==> src/rtl/top_level.sv <==
// Pattern-count engine: scans a 256-bit message in data memory for a 5-bit pattern
// and writes in-byte, per-byte and whole-string match counts back to memory.

module top_level_dmem #(
    parameter int DATA_W = 8,
    parameter int ADDR_W = 8
) (
    input  logic              clk,
    input  logic              i_wr_en,
    input  logic [ADDR_W-1:0] i_wr_addr,
    input  logic [DATA_W-1:0] i_wr_data,
    input  logic [ADDR_W-1:0] i_rd_addr,
    output logic [DATA_W-1:0] o_rd_data
);
    logic [DATA_W-1:0] core [0:(1<<ADDR_W)-1];

    always_ff @(posedge clk) begin
        if (i_wr_en) core[i_wr_addr] <= i_wr_data;
    end

    assign o_rd_data = core[i_rd_addr];
endmodule

module top_level (
    input  logic clk,
    input  logic rst_n,
    input  logic start,
    output logic done
);
    typedef enum logic [2:0] {IDLE, LOADP, SCAN, WR33, WR34, WR35, DONE} state_t;

    state_t      r_state;
    logic [4:0]  r_j;
    logic [4:0]  r_p;
    logic [3:0]  r_prev_lo;
    logic [7:0]  r_ctb;
    logic [7:0]  r_cto;
    logic [7:0]  r_cts;

    logic        w_wr_en;
    logic [7:0]  w_wr_addr;
    logic [7:0]  w_wr_data;
    logic [7:0]  w_rd_addr;
    logic [7:0]  w_byte;
    logic [2:0]  w_in;
    logic [2:0]  w_x;

    // Counts the four 5-bit windows of an 8-bit value that equal the pattern.
    function automatic logic [2:0] f_win_hits(input logic [7:0] b, input logic [4:0] p);
        logic [2:0] cnt;
        cnt = 3'd0;
        for (int k = 0; k < 4; k++) begin
            if (b[k+:5] == p) cnt = cnt + 3'd1;
        end
        return cnt;
    endfunction

    top_level_dmem #(.DATA_W(8), .ADDR_W(8)) dm1 (
        .clk       (clk),
        .i_wr_en   (w_wr_en),
        .i_wr_addr (w_wr_addr),
        .i_wr_data (w_wr_data),
        .i_rd_addr (w_rd_addr),
        .o_rd_data (w_byte)
    );

    assign w_rd_addr = (r_state == LOADP) ? 8'd32 : {3'd0, r_j};
    assign w_in      = f_win_hits(w_byte, r_p);
    // Crossing windows span the low nibble of the previous byte and high nibble of this one.
    assign w_x       = (r_j != 5'd0) ? f_win_hits({r_prev_lo, w_byte[7:4]}, r_p) : 3'd0;

    always_comb begin
        w_wr_en   = 1'b0;
        w_wr_addr = 8'd0;
        w_wr_data = 8'd0;
        case (r_state)
            WR33: begin w_wr_en = 1'b1; w_wr_addr = 8'd33; w_wr_data = r_ctb; end
            WR34: begin w_wr_en = 1'b1; w_wr_addr = 8'd34; w_wr_data = r_cto; end
            WR35: begin w_wr_en = 1'b1; w_wr_addr = 8'd35; w_wr_data = r_cts; end
            default: ;
        endcase
    end

    always_ff @(posedge clk or negedge rst_n) begin
        if (!rst_n) begin
            r_state   <= IDLE;
            r_j       <= 5'd0;
            r_p       <= 5'd0;
            r_prev_lo <= 4'd0;
            r_ctb     <= 8'd0;
            r_cto     <= 8'd0;
            r_cts     <= 8'd0;
            done      <= 1'b0;
        end else begin
            case (r_state)
                IDLE, DONE: begin
                    if (start) begin
                        r_state <= LOADP;
                        r_ctb   <= 8'd0;
                        r_cto   <= 8'd0;
                        r_cts   <= 8'd0;
                        done    <= 1'b0;
                    end
                end
                LOADP: begin
                    r_p     <= w_byte[7:3];
                    r_j     <= 5'd0;
                    r_state <= SCAN;
                end
                SCAN: begin
                    r_ctb     <= r_ctb + {5'd0, w_in};
                    r_cto     <= r_cto + {7'd0, (w_in != 3'd0)};
                    r_cts     <= r_cts + {5'd0, w_in} + {5'd0, w_x};
                    r_prev_lo <= w_byte[3:0];
                    r_j       <= r_j + 5'd1;
                    if (r_j == 5'd31) r_state <= WR33;
                end
                WR33: r_state <= WR34;
                WR34: r_state <= WR35;
                WR35: begin
                    r_state <= DONE;
                    done    <= 1'b1;
                end
                default: r_state <= IDLE;
            endcase
        end
    end
endmodule

==> config.mk <==
export PLATFORM = sky130hd
export DESIGN_NAME = top_level
export DESIGN_NICKNAME = d
export VERILOG_FILES = /design/src/rtl/top_level.sv
export SDC_FILE = /design/constraint.sdc
export NUM_CORES = 1
export LEC_CHECK = 0
export ABC_AREA = 1
export BUFFER_PORTS_ARGS = -buffer_cell sky130_fd_sc_hd__buf_2
export CORE_AREA = 3 3 40 42
export CTS_CLUSTER_DIAMETER = 60
export CTS_CLUSTER_SIZE = 16
export DETAILED_ROUTE_END_ITERATION = 8
export DIE_AREA = 0 0 43 45
export GPL_ROUTABILITY_DRIVEN = 0
export GPL_TIMING_DRIVEN = 0
export SLEW_MARGIN = 20
export SYNTH_ARGS = -nofsm -noshare
export SYNTH_HDL_FRONTEND = slang
export SYNTH_SLANG_ARGS = --single-unit
==> constraint.sdc <==
create_clock -name clk -period 1.25 [get_ports clk]
set_input_delay 0.1875 -clock clk [delete_from_list [all_inputs] [get_ports clk]]
set_output_delay 0.1875 -clock clk [all_outputs]
set_load 0.01 [all_outputs]
# --- Yosys cells after proc, flatten, opt, wreduce, memory -nomap -nowiden ---
# Index checks and enable logic that the tools add are counted.
word_totals:
  ff_bits: 9
  latchBits: 0
  ramBits: 0
  rom_bits: 0
  input_bits: 3
  elab_cells: 25
  mem_count: 0
classes:
  n_addsub: 1
  multipliers: 0
  div_mod_pow: 0
  n_lt_le_gt_ge: 0
  n_eq_ne: 9
  n_shift: 0
  muxes: 6
  bitwise: 0
  n_reduce_logical: 6
op_table:
  columns: ["cell", "n"]
  rows:
  - ["one-hot mux 3 bit (6 select lines)", 1]
  - ["one-hot mux 5 bit (2 select lines)", 1]
  - ["equality test 3 bit (second input constant)", 3]
  - ["equality test 3 x 2 -> 1 bit (second input constant)", 2]
  - ["2-to-1 mux 3 bit", 2]
  - ["adder 5 x 1 -> 5 bit (second input constant)", 1]
  - ["equality test 5 bit (second input constant)", 1]
  - ["inequality test 2 bit (second input constant)", 2]
  - ["AND reduction 2 bit", 2]
  - ["nonzero test 2 bit", 2]
  - ["equality test 3 x 1 -> 1 bit (second input constant)", 1]
  - ["zero test 3 bit", 1]
  - ["one-hot mux 1 bit (2 select lines)", 1]
  - ["OR reduction 2 bit", 1]
  - ["2-to-1 mux 1 bit", 1]

# --- Longest topological paths before layout ---
# Gate-level depths: netlist of run 1.
depth:
  ltp_word: 4
  depth_mapped: 9
  depth_no_buf: 9

# --- Least setup slack after synthesis of run 1 ---
# Ideal clock, no wire load.
synth_timing:
  path_type: "reg-to-reg"
  startpoint: "register r_j[0]"
  endpoint: "register r_j[4]"
  setup_ns: 0.121
  arrival_ns: 1.170
  required_time_ns: 1.129
  path_slack_ns: -0.041
  stages_incl_launch_ff: 6
  synth_period_minus_slack_ns: 1.291
  path_cell_list: "dfrtp_1 ha_1 nand2_1 nor2_1 ha_1 a22o_1"
synth_between:
  elab_chain_len: 2
synth_lines:
  columns: ["element", "line", "text"]
  rows:
  - ["from (decl)", "33", "logic [4:0] r_j;"]
  - ["from (signal assigned)", "115", "r_j <= r_j + 5'd1;"]
  - ["adder 5 x 1 -> 5 bit", "115", null]
  - ["one-hot mux 5 bit (2 select lines)", "95", "case (r_state)"]
# No other way between the ends.
# A chain may end at the register's enable or synchronous reset.

# --- Worst setup path after layout of run 1 ---
layout_timing:
  startpoint: "register r_j[1]"
  endpoint: "register r_j[4]"
# Same word-level chain as after synthesis.

==> results, run 1 <==
- The run finished, with violations left.
- The checks that failed: negative setup slack.
- The count of pins on the block boundary is 4.
- For this run the aggregate overflow at the end of global routing stands at 0.
- The count of warnings emitted by yosys is 0.
- The tightest slew margin relative to the limit is 83.88%.
- The path class of the tightest hold or removal check is primary input to register.
- The worst slack at placement is -60.07 ps.
- Dividing the final minimum period by the clock period gives 103.5%.
- The number of filler instances in the final layout is 121.
- After synthesis the cells add up to 546.8 µm².
- The count of routing violations after the opening detailed-route iteration is 4.
- The most repeated cell in the gate-level netlist after synthesis is nand2_1.
- The quantity of I/O buffers inserted on ports is 3.
- The final-report hold violation count is 0.
- The setup violation total in the final timing report is 3.
- The final non-filler cell total is 93.
- The longest clock path from root to sink contains 2 buffers.
- The vias after detailed routing is 437.
- Power spread over the standard cell area amounts to 2101 nW/µm².
- At the pin with the least slew margin, the transition time is 241.8 ps.
- The top-area cell type share of the netlist area is 41.19%.
- The peak per-stage delay on the critical path is 360 ps.
- A synthesized cell averages 8.161 µm².
- Registers are responsible for 32.3% of the overall power.
- The tightest hold path in the finished design has a slack of 212.6 ps.
- The total detailed-routing wirelength is 972 µm.
- The flip-flop and latch count after synthesis is 9.
- The count of final max-slew check failures is 0.
- The number of clock sinks is 9.
- After detailed routing, the average wire length per cell comes to 10.45 µm.
- After synthesis, flip-flops and latches occupy 41.19% of the total area.
- STA puts the critical path data required time at 1400 ps.
- The part of the power in combinational logic is 51.2%.
- CTS built an H-tree with a depth of 1.
- Sorting the synthesized cells by area gives the leading types as dfrtp_1 (41%), nand2_1 (15%), ha_1 (6.9%).
- When the netlist entered floorplanning its net count stood at 73.
- The number of distinct standard cells referenced by the synthesized netlist is 18.
- The clock network power share is 16.5%.
- The critical path is of the register to register type.
- The final-layout setup total negative slack is -100.5 ps.
- The number of standard cells after synthesis is 67.
- The vias per cell is 4.699.
- The area of the core is 1285 µm².
- The signal on the critical path passes through ha_2, nand2_2, nor2_2, ha_2, a22o_1.
- The static power due to leakage is 0.3260 nW.
- Setup repair after global routing could not meet its margin everywhere.
- The placed wire-length estimate is 697.4 µm.
- The critical path capture point type is a register.
- The cell type with the largest total area after synthesis is dfrtp_1.
- The switching power summed over all nets is 0.5961 mW.
- The commonest cells after synthesis are nand2_1 (22), dfrtp_1 (9), nor2_1 (7), inv_1 (4).
- The final antenna-violating net count is 0.
- Clock-pin slew was measured on the worst setup and hold paths at 60 ps.
- Derived from the worst setup path, the maximum achievable clock frequency is 772.9 MHz.
- The share of post-route cells with drive strength above 1 is 34.62%.
- The detailed-router iteration count before antenna repair is 4.
- In the post-route analysis, the smallest setup slack over all paths is -43.85 ps.
- The number of global-route vias before repair was 474.
- The floorplan step defined a die boundary enclosing 1935 µm².
- IR analysis of the VDD net gives a maximum drop of 1117 µV.
- The worst setup path is launched from a register.
- The most numerous cell type found on the critical path is ha_2.
- The CTS tree is built.
- The clock reaches the later pin of the worst-skew pair after 260 ps.
- In this run switching power makes up 43.36% of total power.
- At the end of the flow, the number of nets in the layout was 85.
- Entering global routing, the biggest net connects 10 pins.
- From bottom edge to top edge, the die measures 45 µm.
- Clock tree synthesis inserted a total of 3 buffers.
- The number of enable-type register cells in the synthesized netlist is 0.
- The cell with the largest stage delay on the worst path is dfrtp_1.
- Of all nets on the critical path, the largest fanout is 2.
- The worst clock skew is 1.300 ps.
- The data arrival time of the critical path is 1440 ps.
- The total instance count after detailed placement is 85.
- The internal power of the cells totals 0.7787 mW.
- Max-cap violations in this run came to 0.
- The proportion of synthesized flip-flops having asynchronous set or reset is 100.0%.
- The starting density of the core is 42.55%.
- The DRC violations left is 0.
- In the global route stage, overall resource usage came out at 13.11%.
- The first-pass GRT wire length is 1876 µm.
- The tree is rooted in a clkbuf_4.
- The final critical delay including setup and external delays is 1294 ps.
- The die width is 43 µm.
- The floorplan has 13 rows.
- The dominant register cell in the synthesized netlist is dfrtp_1.
- The count of inserted antenna diode cells is 0.
- Compared with the post-synthesis result, the final layout area differs by 19.68%.
- The number of antenna violations at the first check in global routing was 0.
## stage by stage
stage | instance area (µm²) | total power [mW] | utilization [%]
after floorplan | 549.3 | 0.9685 | -
after CTS | 651.9 | 1.385 | 50.73
after global routing | 654.4 | 1.515 | 50.93
after global placement | 583.1 | 1.087 | 45.37
after detailed placement | 583.1 | 1.094 | 45.37
final | 654.4 | 1.375 | 50.93
## final cells by class
type | instances | area (µm²) | share of cell area, %
multi-input combinational | 50 | 299.0 | 45.70
sequential | 9 | 225.2 | 34.42
timing repair buffer | 7 | 47.55 | 7.266
clock buffer | 4 | 26.28 | 4.015
inverter | 7 | 26.28 | 4.015
tap | 15 | 18.77 | 2.868
buffer | 1 | 11.26 | 1.721
## flip-flops by register name (all words and copies together), names as in the netlist
| name | count |
|---|---|
| r_state | 3 |
| done | 1 |
| r_j | 5 |
## power by group through the flow
stage               Combinational [mW]  Clock (mW)  Sequential (mW)
floorplan                        0.524           0            0.444
CTS                              0.704       0.238            0.443
global route                     0.806       0.252            0.457
finish                           0.704       0.227            0.444
detailed placement               0.639           0            0.455
global placement                 0.634           0            0.453
## worst max-delay path: cells and delay by family, from the launching register on
kind            cells  cell delay, ps
fa+ha+maj           2             460
flops               1             360
compound gates      1             210
simple gates        2             160
## path summary, 6_finish.rpt
kind / slack [ps] / to / cells past startpoint / startpoint
hold / removal: 210 / done / 3 / start
setup / recovery: -40 / r_j[4] / 5 / r_j[1]
hold reg to reg: 490 / done / 1 / done
setup reg to reg: -40 / r_j[4] / 5 / r_j[1]
max in group asynchronous: 770 / r_j[2] / 2 / rst_n
min in group asynchronous: 300 / r_state[0] / 2 / rst_n
## cells by family (layout without fill, tap and decap cells)
logic type / after synthesis / in the layout / share of synthesized area, %
xor gates and xnor gates: 1 / 1 / 1.602
buffers and inverters: 8 / 19 / 6.864
adders and majority gates: 3 / 3 / 6.866
and+or+nand+nor: 37 / 37 / 32.50
AOI/OAI and AO/OA: 9 / 9 / 10.98
DFF: 9 / 9 / 41.19
## layer usage
metal	up-vias	global-route usage, %	wire length, µm
li1	234	-	-
met1	193	18.07	507
met2	8	18.56	415
met3	2	3.586	37
met4	0	7.229	12
met5	-	0	0
## layout by cell type, fill, tap and decap left out, types with 2 or more instances in the layout
cell type	count
nand2_1	19
dfrtp_1	9
nor2_1	6
nand2_2	5
inv_2	4
inv_1	3
o21ai_0	3
clkbuf_4	3
buf_2	3
buf_4	3
nor2_2	2
a22o_1	2
nand3_1	2
nand2_4	2
a21oi_1	2
ha_2	2
## timing repair
item                                    CTS  global route
pin swaps                                 2             1
buffers inserted                          3             0
hold buffers                              1             0
endpoints found under the hold margin     9             0
resized for setup                         5             1
endpoints found under the setup margin    4             4
(Power assumes the default switching activity.)
==> run 2, diff against run 1 <==
Clock period 1.25 ns to 1.41 ns, I/O delays scaled along.
==> results, run 2 (synthesis gave the netlist of run 1 again) <==
- The run finished with clean final reports.
- The final non-filler cell total was 90 (-3.2%).
- The quantity of I/O buffers inserted on ports is 3 (unchanged).
- In the layout the commonest cells are nand2_1 (20), dfrtp_1 (9), nor2_1 (6).
- The first-pass GRT wire length is 1800 µm (-4.1%).
- The element type at the critical path start is a register.
- The critical path capture point type is a register.
- The static power due to leakage came to 0.3103 nW (-4.8%).
- The detailed-router iteration count before antenna repair was 4 (unchanged).
- The total instance count after detailed placement was 85 (unchanged).
- The tightest slew margin relative to the limit is 85.30% (+1.4 points).
- The area of the core is 1285 µm² (unchanged).
- The layout overhead on the synthesized area is 15.10%.
- The H-tree level count is 1 (unchanged).
- The worst slack at placement is 67.83 ps (+127.9 ps).
- The actual slew at the worst max-slew pin is 220.6 ps (-21.25 ps).
- The number of maximum-capacitance violations is 0 (unchanged).
- The most common cell after layout, fill and taps aside is nand2_1.
- The worst clock skew came to 7.097 ps (+5.797 ps).
- The final worst setup slack is 53.53 ps (+97.38 ps).
- The data arrival time of the critical path is 1500 ps (+60 ps).
- The total number of placement rows is 13 (unchanged).
- The count of inserted antenna diode cells is 0 (unchanged).
- The critical path goes through ha_2, nand2_2, nor2_2, ha_2, a22o_1.
- The number of antenna violations at the first check in global routing was 0 (unchanged).
- The number of filler instances in the final layout was 124 (+2.5%).
- The data required time of the critical path is 1560 ps (+160 ps).
- The share of post-route cells with drive strength above 1 is 30.67% (-3.9 points).
- The starting density of the core came to 42.55% (unchanged).
- The maximum number of pins on one net before global-route repair is 10 (unchanged).
- The count of routing violations after the opening detailed-route iteration was 8 (+4).
- The cell with the largest stage delay on the worst path is dfrtp_1.
- The final antenna-violating net count came to 0 (unchanged).
- The final critical delay including setup and external delays is 1356 ps (+62.62 ps).
- The highest net fanout along the worst path came to 4 (+2).
- The final net count was 82 (-3.5%).
- In this design, the critical path's most frequently occurring cell is ha_2.
- In the final layout, the registers with the most flip-flops are r_j (5), r_state (3), done (1).
- The peak ir drop on the vdd network is 843.3 µV (-25%).
- The portion of the clock cycle consumed by the worst path in the final layout came to 96.20% (-7.3 points).
- The vias after detailed routing is 435 (-0.46%).
- The DRC violations left was 0 (unchanged).
- The design area is 629.4 µm² (-3.8%).
- The routed length per placed instance is 10.59 µm (+1.3%).
- The final-report hold violation count is 0 (unchanged).
- The number of global-route vias before repair is 410 (-14%).
- The CTS tree is built.
- The total routing resource utilization after global routing is 12.88% (-0.23 points).
- The power density over the cells is 1881 nW/µm² (-10%).
- The die height is 45 µm (unchanged).
- The count of final max-slew check failures is 0 (unchanged).
- The area of the die is 1935 µm² (unchanged).
- The setup violation total in the final timing report was 0 (-3).
- The peak per-stage delay on the critical path is 390 ps (+30 ps).
- The total overflow reported by the global router came to 0 (unchanged).
- The clock tree root driver cell is clkbuf_4.
- The worst hold slack is 229.8 ps (+17.24 ps).
- Setup repair after global routing could not meet its margin everywhere.
- The worst hold path belongs to the class primary input to register.
- The number of clock sinks was 9 (unchanged).
- The placed wire-length estimate is 690.2 µm (-1.0%).
- The deepest clock path buffer count came to 2 (unchanged).
- The clock input transition at the sequential cells of the worst setup and hold paths is 70 ps (about the same).
- The largest register by flop count is r_j.
- The clock latency on the worst-skew pair is 260 ps (about the same).
- The number of flip-flops under the largest register name was 5 (unchanged).
- The vias per cell came to 4.833 (+2.9%).
- The die width is 43 µm (unchanged).
- By startpoint and endpoint, the worst setup path is classified as register to register.
- The total power consumption of the routed design is 1.184 mW (-14%).
- The buffers inserted during post-CTS setup optimization is 0 (-3).
- The number of buffers created by CTS is 3 (unchanged).
- The highest achievable clock rate is 737.2 MHz (-4.6%).
- The count of pins on the block boundary is 4 (unchanged).
- The total detailed-routing wirelength was 953 µm (-2.0%).
- The instance area after placement was 580.6 µm² (-0.43%).
-- run 2: final cells by class --
cell class | instances | area [µm²] | area share, %
Multi-Input combinational cell | 50 | 296.5 | 47.12
Sequential cell | 9 | 225.2 | 35.79
Clock buffer | 4 | 26.28 | 4.175
Inverter | 7 | 26.28 | 4.175
Timing Repair Buffer | 4 | 25.02 | 3.976
Tap cell | 15 | 18.77 | 2.982
Buffer | 1 | 11.26 | 1.789
-- run 2: worst paths after layout --
| check | from | end | slack [ps] | depth (start not counted) |
|---|---|---|---|---|
| setup / recovery | r_j[0] | r_j[4] | 50 | 5 |
| hold / removal | start | done | 230 | 3 |
| setup reg to reg | r_j[0] | r_j[4] | 50 | 5 |
| hold reg to reg | done | done | 500 | 1 |
| max in group asynchronous | rst_n | r_j[4] | 900 | 2 |
| min in group asynchronous | rst_n | r_state[0] | 320 | 2 |
-- run 2: stage by stage --
stage | utilization [%] | setup TNS (ps)
after floorplan | - | 0
after global placement | 45.18 | 0
after detailed placement | 45.18 | 0
after CTS | 48.00 | 0
after global routing | 48.98 | -102.1
final | 48.98 | 0
-- run 2: critical path: cells and delay by family, from the launching register on --
| kind | cells | cell delay, ps |
|---|---|---|
| simple gates | 2 | 170 |
| compound gates | 1 | 200 |
| fa+ha+maj | 2 | 470 |
| flops | 1 | 390 |
-- run 2: timing repair --
action	4_1_cts	5_1_grt
endpoints found under the setup margin	0	4
resized for setup	0	6
hold buffers	1	0
hold endpoints to repair	9	0
-- run 2: report_power, final --
part           total (mW)  internal (mW)  switching [mW]
sequential          0.401          0.331          0.0699
combinational       0.576          0.222           0.354
clock               0.207          0.109          0.0974
total                1.18          0.662           0.522
-- run 2: routing by layer --
layer  up-vias  GRT usage, %  routed length, µm
met4         0         9.036                 12
met5         -             0                  0
met3         2         3.586                 41
met1       195         16.42                473
li1        230             -                  -
met2         8         18.86                425
==> run 3, diff against run 2 <==
Settings changed: ABC_AREA 1 to default.
==> results, run 3 <==
- The number of buffers created by CTS is 3 (unchanged).
- The flip-flop and latch count after synthesis is 9 (unchanged).
- The number of maximum-capacitance violations is 0 (unchanged).
- The routed length per placed instance is 13.42 µm (+27%).
- The library cell used most frequently in the layout, excluding fill and tap cells, is dfrtp_1.
- The post-synthesis sequential area ratio is 38.54% (-2.6 points).
- The share of post-route cells with drive strength above 1 came to 32.89% (+2.2 points).
- By area the synthesized netlist is led by dfrtp_1 (39%), o21ai_0 (6.9%), ha_1 (6.4%).
- The total number of placement rows is 13 (unchanged).
- The area of the die is 1935 µm² (unchanged).
- The setup violation total in the final timing report is 0 (unchanged).
- Clock tree synthesis selected as its root buffer the cell clkbuf_4.
- The synthesized-area fraction occupied by ao, oa, aoi and oai cells is 25.91% (+15 points).
- The clock latency on the worst-skew pair was 260 ps (about the same).
- The worst clock skew is 7.326 ps (+0.2295 ps).
- The peak ir drop on the vdd network is 1034 µV (+23%).
- The static power due to leakage is 0.3108 nW (+0.17%).
- The total routing resource utilization after global routing is 16.04% (+3.2 points).
- The min-delay analysis places its worst path in the category primary input to register.
- The register with the most flip-flops in the final layout is r_j.
- TritonCTS built the clock tree.
- The count of final max-slew check failures is 0 (unchanged).
- The count of warnings emitted by yosys is 0 (unchanged).
- The critical path capture point type is a register.
- The count of routing violations after the opening detailed-route iteration is 11 (+3).
- The utilization after layout was 56.48% (+7.5 points).
- The number of flip-flops under the largest register name was 5 (unchanged).
- The count of pins on the block boundary came to 4 (unchanged).
- The highest achievable clock rate came to 731.2 MHz (-0.82%).
- The worst setup path category is register to register.
- The vias per cell was 5.659 (+17%).
- The die height was 45 µm (unchanged).
- The peak per-stage delay on the critical path is 390 ps (about the same).
- The total overflow reported by the global router is 0 (unchanged).
- The number of standard cells after synthesis is 66 (-1.5%).
- The final net count is 83 (+1.2%).
- The final worst setup slack came to 42.35 ps (-11.18 ps).
- The portion of the clock cycle consumed by the worst path in the final layout is 97.00% (+0.79 points).
- The DRC violations left is 0 (unchanged).
- The number of antenna violations at the first check in global routing was 0 (unchanged).
- The final antenna-violating net count is 0 (unchanged).
- The maximum number of pins on one net before global-route repair is 11 (+1).
- The highest net fanout along the worst path is 3 (-1).
- The deepest clock path buffer count is 2 (unchanged).
- Of all cell types, the one taking the most synthesized area is dfrtp_1.
- The most common cell in the synthesized netlist is dfrtp_1.
- The first-pass GRT wire length is 2228 µm (+24%).
- The area share of and/or/nand/nor cells after synthesis was 21.84% (-11 points).
- The tightest slew margin relative to the limit is 80.84% (-4.5 points).
- The adder and majority gate portion of the synthesized area is 6.424% (-0.44 points).
- After synthesis, the largest family of logic cells by area is compound AO/OA/AOI/OAI gates.
- The worst hold slack is 286.7 ps (+56.87 ps).
- The actual slew at the worst max-slew pin came to 283.8 ps (+63.28 ps).
- The run finished with clean final reports.
- The placed wire-length estimate came to 833.2 µm (+21%).
- The top-area cell type share of the netlist area is 38.54% (-2.6 points).
- The total detailed-routing wirelength is 1221 µm (+28%).
- After synthesis, the most frequently instantiated cells are dfrtp_1 (9), o21ai_0 (8), a21oi_1 (7), nand2_1 (7), nand2b_1 (4).
- The post-synthesis instance area is 584.3 µm² (+6.9%).
- The worst slack at placement is -135.4 ps (-203.2 ps).
- The area of the core is 1285 µm² (unchanged).
- The number of nets produced by synthesis is 72 (-1.4%).
- The data required time of the critical path was 1550 ps (about the same).
- The quantity of I/O buffers inserted on ports is 3 (unchanged).
- STA classifies the critical path startpoint as a register.
- The die width came to 43 µm (unchanged).
- The final critical delay including setup and external delays is 1368 ps (+11.18 ps).
- The number of enable-type register cells in the synthesized netlist is 0 (unchanged).
- Among all flip-flop cells after synthesis, the most frequent one is dfrtp_1.
- The xor/xnor cell area share of the yosys netlist is 0% (-1.6 points).
- The layout overhead on the synthesized area is 24.20%.
- The number of clock sinks is 9 (unchanged).
- The proportion of synthesized flip-flops having asynchronous set or reset came to 100.0% (unchanged).
- The power density over the cells is 2010 nW/µm² (+6.8%).
- The slowest stage of the critical path belongs to the cell dfrtp_1.
- The share of cell area taken by muxes after synthesis came to 1.713% (+1.7 points).
- The total power consumption of the routed design was 1.459 mW (+23%).
- The number of filler instances in the final layout is 118 (-4.8%).
- The number of global-route vias before repair is 529 (+29%).
- Walking the worst path, the cells encountered are ha_2, and3_4, ha_4, nand3b_1, a21oi_1, o21ai_1, nand2_1.
- The largest registers in the layout are r_j (5), r_state (3), done (1).
- The number of distinct standard cells referenced by the synthesized netlist is 28 (+10).
- The count of inserted antenna diode cells is 0 (unchanged).
- The data arrival time of the critical path is 1510 ps (about the same).
- The detailed-router iteration count before antenna repair is 4 (unchanged).
- The clock input transition at the sequential cells of the worst setup and hold paths came to 70 ps (about the same).
- The H-tree level count was 1 (unchanged).
- Setup repair after global routing could not meet its margin everywhere.
- The library cells used most frequently in the layout, excluding fill and tap cells, are dfrtp_1 (8), nand2_1 (7), o21ai_0 (6).
- The average size of a mapped cell came to 8.853 µm² (+8.5%).
- The final-report hold violation count is 0 (unchanged).
- The starting density of the core is 45.47% (+2.9 points).
- The vias after detailed routing is 515 (+18%).
run 3: kinds of logic after synthesis:
group / Yosys count
AOI/OAI and AO/OA: 26
adders and majority gates: 3
buffers and inverters: 6
DFF: 9
muxes: 1
and+or+nand+nor: 21
run 3: routing by layer:
| layer | part of all wire, % | vias up | track usage, % |
|---|---|---|---|
| li1 | - | 262 | - |
| met1 | 45 | 247 | 18.02 |
| met2 | 50 | 6 | 28.14 |
| met3 | 4.9 | 0 | 7.171 |
| met4 | 0 | 0 | 3.614 |
| met5 | 0 | - | 0 |
run 3: cell type report:
class	count	area (µm²)	area share (%)
clock buffer	3	22.52	3.103
timing repair buffer	6	40.04	5.517
tap	15	18.77	2.586
buffer	3	21.27	2.931
sequential	9	226.5	31.21
multi-input combinational	51	377.9	52.07
clock inverter	1	5.005	0.6897
inverter	3	13.76	1.897
run 3: final timing paths:
kind,startpoint,end,slack (ps),depth (start not counted)
setup / recovery,r_j[0],r_state[2],40,7
hold / removal,start,done,290,4
setup reg to reg,r_j[0],r_state[2],40,7
hold reg to reg,done,done,530,2
max in group asynchronous,rst_n,r_state[2],880,2
min in group asynchronous,rst_n,r_state[0],330,2
run 3: power breakdown:
group | leakage, nW | internal (mW) | switching [mW]
registers | 0.118 | 0.359 | 0.117
logic | 0.176 | 0.359 | 0.422
clock network | 0.0177 | 0.105 | 0.0966
run 3: metrics by stage:
step | setup TNS, ps | cell area [µm²] | std cells
6_report | 0 | 725.7 | 91
5_1_grt | -33.89 | 725.7 | 91
4_1_cts | 0 | 695.7 | 91
3_5_place_dp | -365.2 | 618.1 | 84
3_3_place_gp | -264.8 | 618.1 | 84
2_1_floorplan | 0 | 584.3 | 66
run 3: critical path, delay by kind of cell, from the launching register on:
family,cells,cell delay [ps]
simple gates,3,310
flops,1,390
fa+ha+maj,2,360
compound gates,2,180
run 3: what timing repair did:
item,in CTS,in global routing
endpoints found under the hold margin,9,0
pin swaps,2,4
resized for setup,6,8
hold buffers,1,0
cloned,0,0
buffers inserted,2,0
endpoints found under the setup margin,4,4
